File: src/rtl/ps2_pkg.sv
// Shared types and constants for the PS/2 keyboard receiver.
// Deframer states and the two prefix scan codes.
package ps2_pkg;

  typedef enum logic [1:0] {
    IDLE,
    DATA,
    PARITY,
    STOP
  } ps2_state_e;

  localparam logic [7:0] PS2_EXT = 8'hE0;
  localparam logic [7:0] PS2_BRK = 8'hF0;

endpackage

File: src/rtl/ps2_line_filter.sv
// Synchroniser plus stability filter for one PS/2 line.
// Output only moves after FILTER_LEN equal differing samples.
module ps2_line_filter #(
  parameter int SYNC_STAGES = 2,
  parameter int FILTER_LEN  = 8
) (
  input  logic clk,
  input  logic rst_n,
  input  logic line,
  output logic level
);

  localparam int CW = $clog2(FILTER_LEN + 1);

  logic [SYNC_STAGES-1:0] sync;
  logic [CW-1:0]          cnt;
  logic                   s;

  assign s = sync[SYNC_STAGES-1];

  always_ff @(posedge clk or negedge rst_n) begin
    if (!rst_n) begin
      sync  <= '1;
      cnt   <= '0;
      level <= 1'b1;
    end else begin
      sync <= {sync[SYNC_STAGES-2:0], line};
      if (s == level) begin
        cnt <= '0;
      end else if (cnt == CW'(FILTER_LEN - 1)) begin
        level <= s;
        cnt   <= '0;
      end else begin
        cnt <= cnt + 1'b1;
      end
    end
  end

endmodule

File: src/rtl/ps2_key_decoder.sv
// PS/2 keyboard receiver: deframer, timeout, prefix decode
// and held-key tracking for a programmable key table.
module ps2_key_decoder
  import ps2_pkg::*;
#(
  parameter int CLK_FREQ_HZ = 100_000_000,
  parameter int SYNC_STAGES = 2,
  parameter int FILTER_LEN  = 8,
  parameter int TIMEOUT_US  = 200,
  parameter int NUM_KEYS    = 10,
  parameter logic [8*NUM_KEYS-1:0] KEY_CODES = {
    8'h23, 8'h1C, 8'h3E, 8'h3D, 8'h36,
    8'h2E, 8'h25, 8'h26, 8'h1E, 8'h16
  }
) (
  input  logic                clk,
  input  logic                rst_n,
  input  logic                kclk,
  input  logic                kdata,
  output logic                code_valid,
  output logic [7:0]          code,
  output logic                code_ext,
  output logic                code_break,
  output logic                frame_err,
  output logic [NUM_KEYS-1:0] key_held
);

  localparam int TIMEOUT_CYCLES =
    CLK_FREQ_HZ / 1_000_000 * TIMEOUT_US;
  localparam int TW = $clog2(TIMEOUT_CYCLES + 1);

  logic kclk_f;
  logic kdata_f;
  logic kclk_q;
  logic fall;

  ps2_line_filter #(
    .SYNC_STAGES(SYNC_STAGES),
    .FILTER_LEN (FILTER_LEN)
  ) u_clk_filt (
    .clk  (clk),
    .rst_n(rst_n),
    .line (kclk),
    .level(kclk_f)
  );

  ps2_line_filter #(
    .SYNC_STAGES(SYNC_STAGES),
    .FILTER_LEN (FILTER_LEN)
  ) u_dat_filt (
    .clk  (clk),
    .rst_n(rst_n),
    .line (kdata),
    .level(kdata_f)
  );

  assign fall = kclk_q & ~kclk_f;

  ps2_state_e state, state_d;
  logic [2:0]    cnt, cnt_d;
  logic [7:0]    data, data_d;
  logic          par, par_d;
  logic [TW-1:0] tmr;
  logic          timeout;
  logic          byte_done;
  logic          err;

  assign timeout = (state != IDLE) && !fall &&
                   (tmr == TW'(TIMEOUT_CYCLES - 1));

  always_ff @(posedge clk or negedge rst_n) begin
    if (!rst_n) begin
      kclk_q <= 1'b1;
      state  <= IDLE;
      cnt    <= '0;
      data   <= '0;
      par    <= 1'b0;
      tmr    <= '0;
    end else begin
      kclk_q <= kclk_f;
      state  <= state_d;
      cnt    <= cnt_d;
      data   <= data_d;
      par    <= par_d;
      if (fall || state == IDLE) tmr <= '0;
      else                       tmr <= tmr + 1'b1;
    end
  end

  always_comb begin
    state_d   = state;
    cnt_d     = cnt;
    data_d    = data;
    par_d     = par;
    byte_done = 1'b0;
    err       = 1'b0;
    if (timeout) begin
      state_d = IDLE;
      err     = 1'b1;
    end else if (fall) begin
      unique case (state)
        IDLE: begin
          if (!kdata_f) begin
            state_d = DATA;
            cnt_d   = '0;
          end
        end
        DATA: begin
          data_d[cnt] = kdata_f;
          cnt_d       = cnt + 3'd1;
          if (cnt == 3'd7) state_d = PARITY;
        end
        PARITY: begin
          par_d   = kdata_f;
          state_d = STOP;
        end
        STOP: begin
          if (kdata_f && (^data ^ par)) byte_done = 1'b1;
          else                          err       = 1'b1;
          state_d = IDLE;
        end
        default: state_d = IDLE;
      endcase
    end
  end

  logic ext_pend, ext_d;
  logic brk_pend, brk_d;
  logic ev;

  always_comb begin
    ext_d = ext_pend;
    brk_d = brk_pend;
    ev    = 1'b0;
    priority case (1'b1)
      err: begin
        ext_d = 1'b0;
        brk_d = 1'b0;
      end
      byte_done && data == PS2_EXT: ext_d = 1'b1;
      byte_done && data == PS2_BRK: brk_d = 1'b1;
      byte_done: begin
        ev    = 1'b1;
        ext_d = 1'b0;
        brk_d = 1'b0;
      end
      default: ;
    endcase
  end

  logic [NUM_KEYS-1:0] hit;

  for (genvar i = 0; i < NUM_KEYS; i++) begin : g_key
    assign hit[i] = ev && !ext_pend &&
                    (data == KEY_CODES[8*i +: 8]);
  end

  always_ff @(posedge clk or negedge rst_n) begin
    if (!rst_n) begin
      ext_pend   <= 1'b0;
      brk_pend   <= 1'b0;
      code_valid <= 1'b0;
      code       <= '0;
      code_ext   <= 1'b0;
      code_break <= 1'b0;
      frame_err  <= 1'b0;
      key_held   <= '0;
    end else begin
      ext_pend   <= ext_d;
      brk_pend   <= brk_d;
      code_valid <= ev;
      frame_err  <= err;
      if (ev) begin
        code       <= data;
        code_ext   <= ext_pend;
        code_break <= brk_pend;
      end
      key_held <= (key_held & ~hit) |
                  (hit & {NUM_KEYS{!brk_pend}});
    end
  end

endmodule
File: config.mk
export PLATFORM = sky130hd
export DESIGN_NAME = ps2_key_decoder
export DESIGN_NICKNAME = d
export VERILOG_FILES = /design/src/rtl/ps2_pkg.sv /design/src/rtl/ps2_line_filter.sv /design/src/rtl/ps2_key_decoder.sv
export SDC_FILE = /design/constraint.sdc
export NUM_CORES = 1
export LEC_CHECK = 0
export CAP_MARGIN = 10
export CORE_ASPECT_RATIO = 1.5
export CORE_MARGIN = 5
export CORE_UTILIZATION = 60
export CTS_BUF_LIST = sky130_fd_sc_hd__clkbuf_4
export CTS_CLUSTER_SIZE = 12
export DETAILED_ROUTE_END_ITERATION = 7
export PLACE_DENSITY_LB_ADDON = 0.12
export SYNTH_ARGS = -nofsm -noshare
export SYNTH_HDL_FRONTEND = slang
export SYNTH_SLANG_ARGS = --single-unit
File: constraint.sdc
create_clock -name clk -period 4.4 [get_ports clk]
set_input_delay 1.1 -clock clk [delete_from_list [all_inputs] [get_ports clk]]
set_output_delay 1.1 -clock clk [all_outputs]
set_load 0.05 [all_outputs]
==> out/results.ini, run 1 <==
[worst_setup_path]
worst-path-max-fanout = 15
cp_slowest_stage_delay_ns = 0.59
start_kind = register
cp_cell_sequence = inv_1 -> ha_1 -> xnor3_1 -> xnor2_2 -> nand3_1 -> mux2_2
slowest_stage = nand3_1
required_ns = 4.69
crit_path_end_kind = register
worst-setup-path-type = register to register
cp.arrival_ns = 3.22

[place]
routabilityCongestion = 0.8957
dp_hpwl_um = 4513
portBuffers = 25
place_area_um2 = 3677

[synth]
syn_avg_cell_area_um2 = 11.14
synth_common_cells = 61 x dfrtp_1, 26 x inv_1, 24 x nor2_1
syn_inst = 303
synth_top_area_cell = dfrtp_1
synth-edff-count = 0
ys.warnings.count = 0
synth_top_area_share_pct = 45.24
synthArstFlopShare_pct = 100.0
synth_area_um2 = 3374
ys_ff_latch = 68
synth.most_common_cell = dfrtp_1
synth.net_count = 328
yosysSeqAreaShare_pct = 50.69
netlist-cell-type-count = 41
synth-main-ff-cell = dfrtp_1
yosys-top-cells-area = dfrtp_1 45%, ha_1 7.8%, mux2_2 7.3%, dfstp_2 5.5%, xnor2_1 3.6%

[power_and_ir_drop]
combPwrFrac_pct = 18.2
p_sw_share_pct = 30.21
powerDensity_nw_per_um2 = 434.1
p_seq_share_pct = 48.2
p_switching_uw = 509.3
p_int_mw = 1.177
static-leakage-power_nw = 1.810
ir_worst_vdd_v = 0.0003977
p_clk_share_pct = 33.6

[detailed_routing]
dr.pass1.iters = 4
ant_nets = 0
avgViaCountPerCell = 5.562
drt-total-wl_um = 6130
vias = 2258
drt-initial-drc-count = 129
drc = 0
post_drt_wl_per_cell_um = 15.10

[final_layout]
area_growth_pct = 15.09
stdcell_area_um2 = 3884
antenna_cells = 0
fin_nets = 356
drive_gt1_share_pct = 15.18
fillers = 421

[grt]
gr-total-overflow = 0
gr-usage-all-layers_pct = 18.87
grt_pass1_wl_um = 10680
antenna_found_initial = 0
grt_pass1_vias = 2319
grt_max_degree = 45

[clock_network]
clk_latency_ns = 0.41
htreeDepth = 3
clock_path_buffers = 2
clkSinkCount = 68
root_buffer = clkbuf_4
tritoncts = yes
cts_hold_buffers = 0
clk_pin_slew_ns = 0.10
cts_setup_buffers = 0
ctsResizeCount = 0
cts_buffers = 9

[sta]
setup_tns_ns = 0
tightestPinTransition_ns = 0.9327
rsz0062_at_grt = false
max_freq_mhz = 340.6
timing.final.crit_share_pct = 66.73
hold_viol_final = 0
finalClockSkew_ns = 0.01161
slew_headroom_pct = 37.82
min_period_ns = 2.936
slew_viol_final = 0
setup_viol = 0

[floorplanning]
dieArea_um2 = 7255
num_io_pins = 26
num_rows = 33
core-area_um2 = 5450
die_y_um = 101.9
initial_core_util_pct = 61.91
die_w_um = 71.23

[outcome]
outcome = finished clean

[job]
drv_cap = 0

[worst_hold_path]
hold_class = register to register

==> final timing paths <==
kind                                         start            endpoint  slack [ns]  depth (start not counted)
worst min-delay path            u_clk_filt.sync[0]  u_clk_filt.sync[1]        0.37                          0
max in group asynchronous                    rst_n    u_dat_filt.level        2.65                          2
worst max-delay path                       data[0]             code[7]        1.46                          6
worst min register to register  u_clk_filt.sync[0]  u_clk_filt.sync[1]        0.37                          0
worst max register to register             data[0]             code[7]        1.46                          6
min in group asynchronous                    rst_n   u_dat_filt.cnt[2]        0.82                          1
==> routing by layer <==
metal	global-route usage [%]	vias to the layer above	part of all wire, %	routed length, um
met5	0	-	0	0
met2	34.77	47	55	3385
met1	21.19	1084	39	2418
met3	3.839	12	3.6	222
li1	-	1115	-	-
met4	7.236	0	1.7	104
==> area by class of cell <==
type	instances	area, um^2	share of cell area (%)
sequential	68	1710	44.04
multi-input combinational	200	1529	39.37
timing repair buffer	26	252.7	6.508
clock inverter	7	138.9	3.576
inverter	26	97.59	2.513
tap	70	87.58	2.255
clock buffer	9	67.56	1.740
==> cell usage in the layout (no fill, tap or decap), types with 3 or more instances in the layout <==
| cell | count |
|---|---|
| and3_1 | 5 |
| dfrtp_1 | 61 |
| xnor2_1 | 14 |
| and4_1 | 3 |
| bufinv_16 | 4 |
| ha_1 | 21 |
| clkbuf_4 | 9 |
| nand4_1 | 15 |
| nand3_1 | 11 |
| inv_1 | 26 |
| nor2b_1 | 5 |
| dfstp_2 | 7 |
| and2_1 | 4 |
| nand3b_1 | 4 |
| nand2_1 | 12 |
| nor2_1 | 24 |
| a21oi_1 | 8 |
| clkdlybuf4s50_1 | 24 |
| mux2i_1 | 12 |
| mux2_2 | 22 |
| nor4_1 | 4 |
| nor3_1 | 10 |
==> worst max-delay path: cells and delay by family (launching register included) <==
kind	cells	cell delay (ns)
xor+xnor	2	0.93
fa+ha+maj	1	0.32
buf+inv	1	0.08
flops	1	0.43
mux	1	0.46
simple gates	1	0.59
==> metrics by stage <==
| stage | utilization (%) | cells | total power, mW | hold WS [ns] | worst slack [ns] |
|---|---|---|---|---|---|
| floorplan | - | 303 | 1.041 | 0.3452 | 2.329 |
| global placement | 67.47 | 390 | 1.115 | 0.3467 | 1.629 |
| detailed placement | 67.47 | 390 | 1.133 | 0.3475 | 1.496 |
| CTS | 71.26 | 406 | 1.700 | 0.3677 | 1.470 |
| global route | 71.26 | 406 | 1.781 | 0.3758 | 1.360 |
| finish | 71.26 | 406 | 1.686 | 0.3655 | 1.464 |
==> kinds of logic (layout without fill, tap and decap cells) <==
logic type      after synthesis  after routing  synth area share [%]
flops                        68             68                 50.69
simple gates                107            107                 17.32
fa+ha+maj                    21             21                 7.786
buf+inv                      35             68                 4.004
mux                          34             34                 10.90
compound gates               20             20                 4.005
xor+xnor                     18             18                 5.302
==> power by group through the flow <==
stage,Combinational [mW],Clock (mW),Sequential (mW)
global placement,0.295,0,0.820
global route,0.346,0.605,0.831
floorplan,0.276,0,0.765
CTS,0.311,0.576,0.814
detailed placement,0.306,0,0.826
finish,0.306,0.567,0.813
Power figures use the tool's default switching activity.
==> run 2, diff against run 1 <==
- CORE_UTILIZATION: 60 -> 54
- clock period: 4.4 -> 2.4 ns (I/O delays scaled with it)
==> run 2 against run 1 <==
Clock skew grew 0.0034 ns. First-iteration DRC count is 32% lower. Clock-buffer cell count is 1 higher. Critical endpoint is now code[0]. Largest power group unchanged. Critical path depth fell by 5.
==> out/results.ini, run 2 (synthesis gave the netlist of run 1 again) <==
[worst_setup_path]
ff2ff_path_depth = 7  ; +1
crit_path_end_kind = primary output
crit_family = buffers and inverters
r2r-end = code[3]
critPathBufInv = 1  ; unchanged
rr_startpoint = data[0]
slowest_stage = clkdlybuf4s50_1
worst-path-max-fanout = 2  ; -13
start_kind = register
worst-setup-path-type = register to primary output
cp_slowest_stage_delay_ns = 0.82  ; +0.23 ns
cp.arrival_ns = 1.62  ; -1.60 ns
reg2reg_setup_slack_ns = 0.30  ; -1.16 ns
cp_cell_sequence = clkdlybuf4s50_1
required_ns = 1.80  ; -2.89 ns

[floorplanning]
num_rows = 35  ; +6.1%
core-area_um2 = 6131  ; +12%
die_y_um = 106.8  ; +4.9%
num_io_pins = 26  ; unchanged
die_w_um = 74.55  ; +4.7%
dieArea_um2 = 7963  ; +9.8%
initial_core_util_pct = 55.04  ; -6.9 points

[sta]
max_freq_mhz = 449.9
slew_headroom_pct = 66.32  ; +28 points
hold_viol_final = 0  ; unchanged
rsz0062_at_grt = false
setup_ws_ns = 0.1772  ; -1.287 ns
setup_tns_ns = 0  ; unchanged
min_period_ns = 2.223
finalClockSkew_ns = 0.01502  ; +0.003401 ns
slew_viol_final = 0  ; unchanged
setup_viol = 0  ; unchanged
tightestPinTransition_ns = 0.5037  ; -0.4290 ns
timing.final.crit_share_pct = 92.62

[final_layout]
final_common_cell = dfrtp_1
antenna_cells = 0  ; unchanged
stdcell_area_um2 = 3825  ; -1.5%
final_cell_mix = 61 x dfrtp_1, 26 x inv_1, 24 x nor2_1, 24 x clkdlybuf4s50_1, 22 x mux2_2
fin_nets = 359  ; +0.84%
drive_gt1_share_pct = 15.34  ; +0.16 points
area_growth_pct = 13.35

[power_and_ir_drop]
ir_worst_vdd_v = 0.0006338  ; +59%
powerDensity_nw_per_um2 = 695.5  ; +60%
static-leakage-power_nw = 1.777  ; -1.8%

[detailed_routing]
ant_nets = 0  ; unchanged
drt-initial-drc-count = 88  ; -32%
vias = 2288  ; +1.3%
post_drt_wl_per_cell_um = 14.76  ; -2.2%
avgViaCountPerCell = 5.540  ; -0.39%
dr.pass1.iters = 5  ; +1
drt-total-wl_um = 6097  ; -0.54%
drc = 0  ; unchanged

[grt]
gr-total-overflow = 0  ; unchanged
antenna_found_initial = 0  ; unchanged
grt_max_degree = 69  ; +53%
grt_pass1_wl_um = 10910  ; +2.1%
gr-usage-all-layers_pct = 17.84  ; -1.0 points
grt_pass1_vias = 2391  ; +3.1%

[place]
dp_hpwl_um = 4465  ; -1.1%
routabilityCongestion = 0.8771  ; -2.1%
place_area_um2 = 3717  ; +1.1%
dp_slack_ns = 0.2934  ; -1.202 ns
portBuffers = 25  ; unchanged

[clock_network]
ctsResizeCount = 0  ; unchanged
clk_latency_ns = 0.41  ; about the same
clk_pin_slew_ns = 0.11  ; about the same
clock_path_buffers = 2  ; unchanged
clkSinkCount = 68  ; unchanged
tritoncts = yes
cts_buffers = 9  ; unchanged
root_buffer = clkbuf_4
htreeDepth = 3  ; unchanged
cts_hold_buffers = 0  ; unchanged
cts_setup_buffers = 0  ; unchanged

[outcome]
outcome = finished clean

[worst_hold_path]
hold_class = input port to async pin

[job]
drv_cap = 0  ; unchanged

[run 2: metrics by stage]
step	util, %	std cells	hold slack (ns)	power [mW]
floorplan	-	303	0.3044	1.909
global placement	60.63	397	0.3495	2.073
detailed placement	60.63	397	0.3495	2.086
CTS	62.39	413	0.1828	2.694
global route	62.39	413	0.1850	2.854
finish	62.39	413	0.1732	2.660
[run 2: power by group]
part           switching [mW]  total (mW)  internal [mW]  leakage, nW
logic                   0.353       0.605          0.253        0.806
registers               0.161        1.45           1.29        0.914
clock network           0.390       0.604          0.214       0.0573
total                   0.904        2.66           1.76         1.78
[run 2: worst max path at each step]
stage / cells past startpoint / to / startpoint
2_1_floorplan: 7 / code[0] / data[0]
3_3_place_gp: 7 / code[3] / data[2]
3_5_place_dp: 7 / code[3] / data[0]
4_1_cts: 1 / code[0] / code[0]
5_1_grt: 1 / code[0] / code[0]
6_report: 1 / code[0] / code[0]
[run 2: routing by layer]
metal  share of wire, %  GRT usage (%)  vias up  wire [um]
met3                3.2          3.002       15        195
met5                  0              0        -          0
met2                 53          30.13       41       3248
met4                3.2          10.05        0        195
li1                   -              -     1113          -
met1                 40          20.81     1119       2457
[run 2: area by class of cell]
| class | instances | area, um^2 |
|---|---|---|
| multi-input combinational | 200 | 1529 |
| fill | 522 | 2306 |
| tap | 74 | 92.59 |
| clock inverter | 6 | 32.53 |
| timing repair buffer | 29 | 287.8 |
| sequential | 68 | 1710 |
| inverter | 26 | 97.59 |
| clock buffer | 10 | 75.07 |
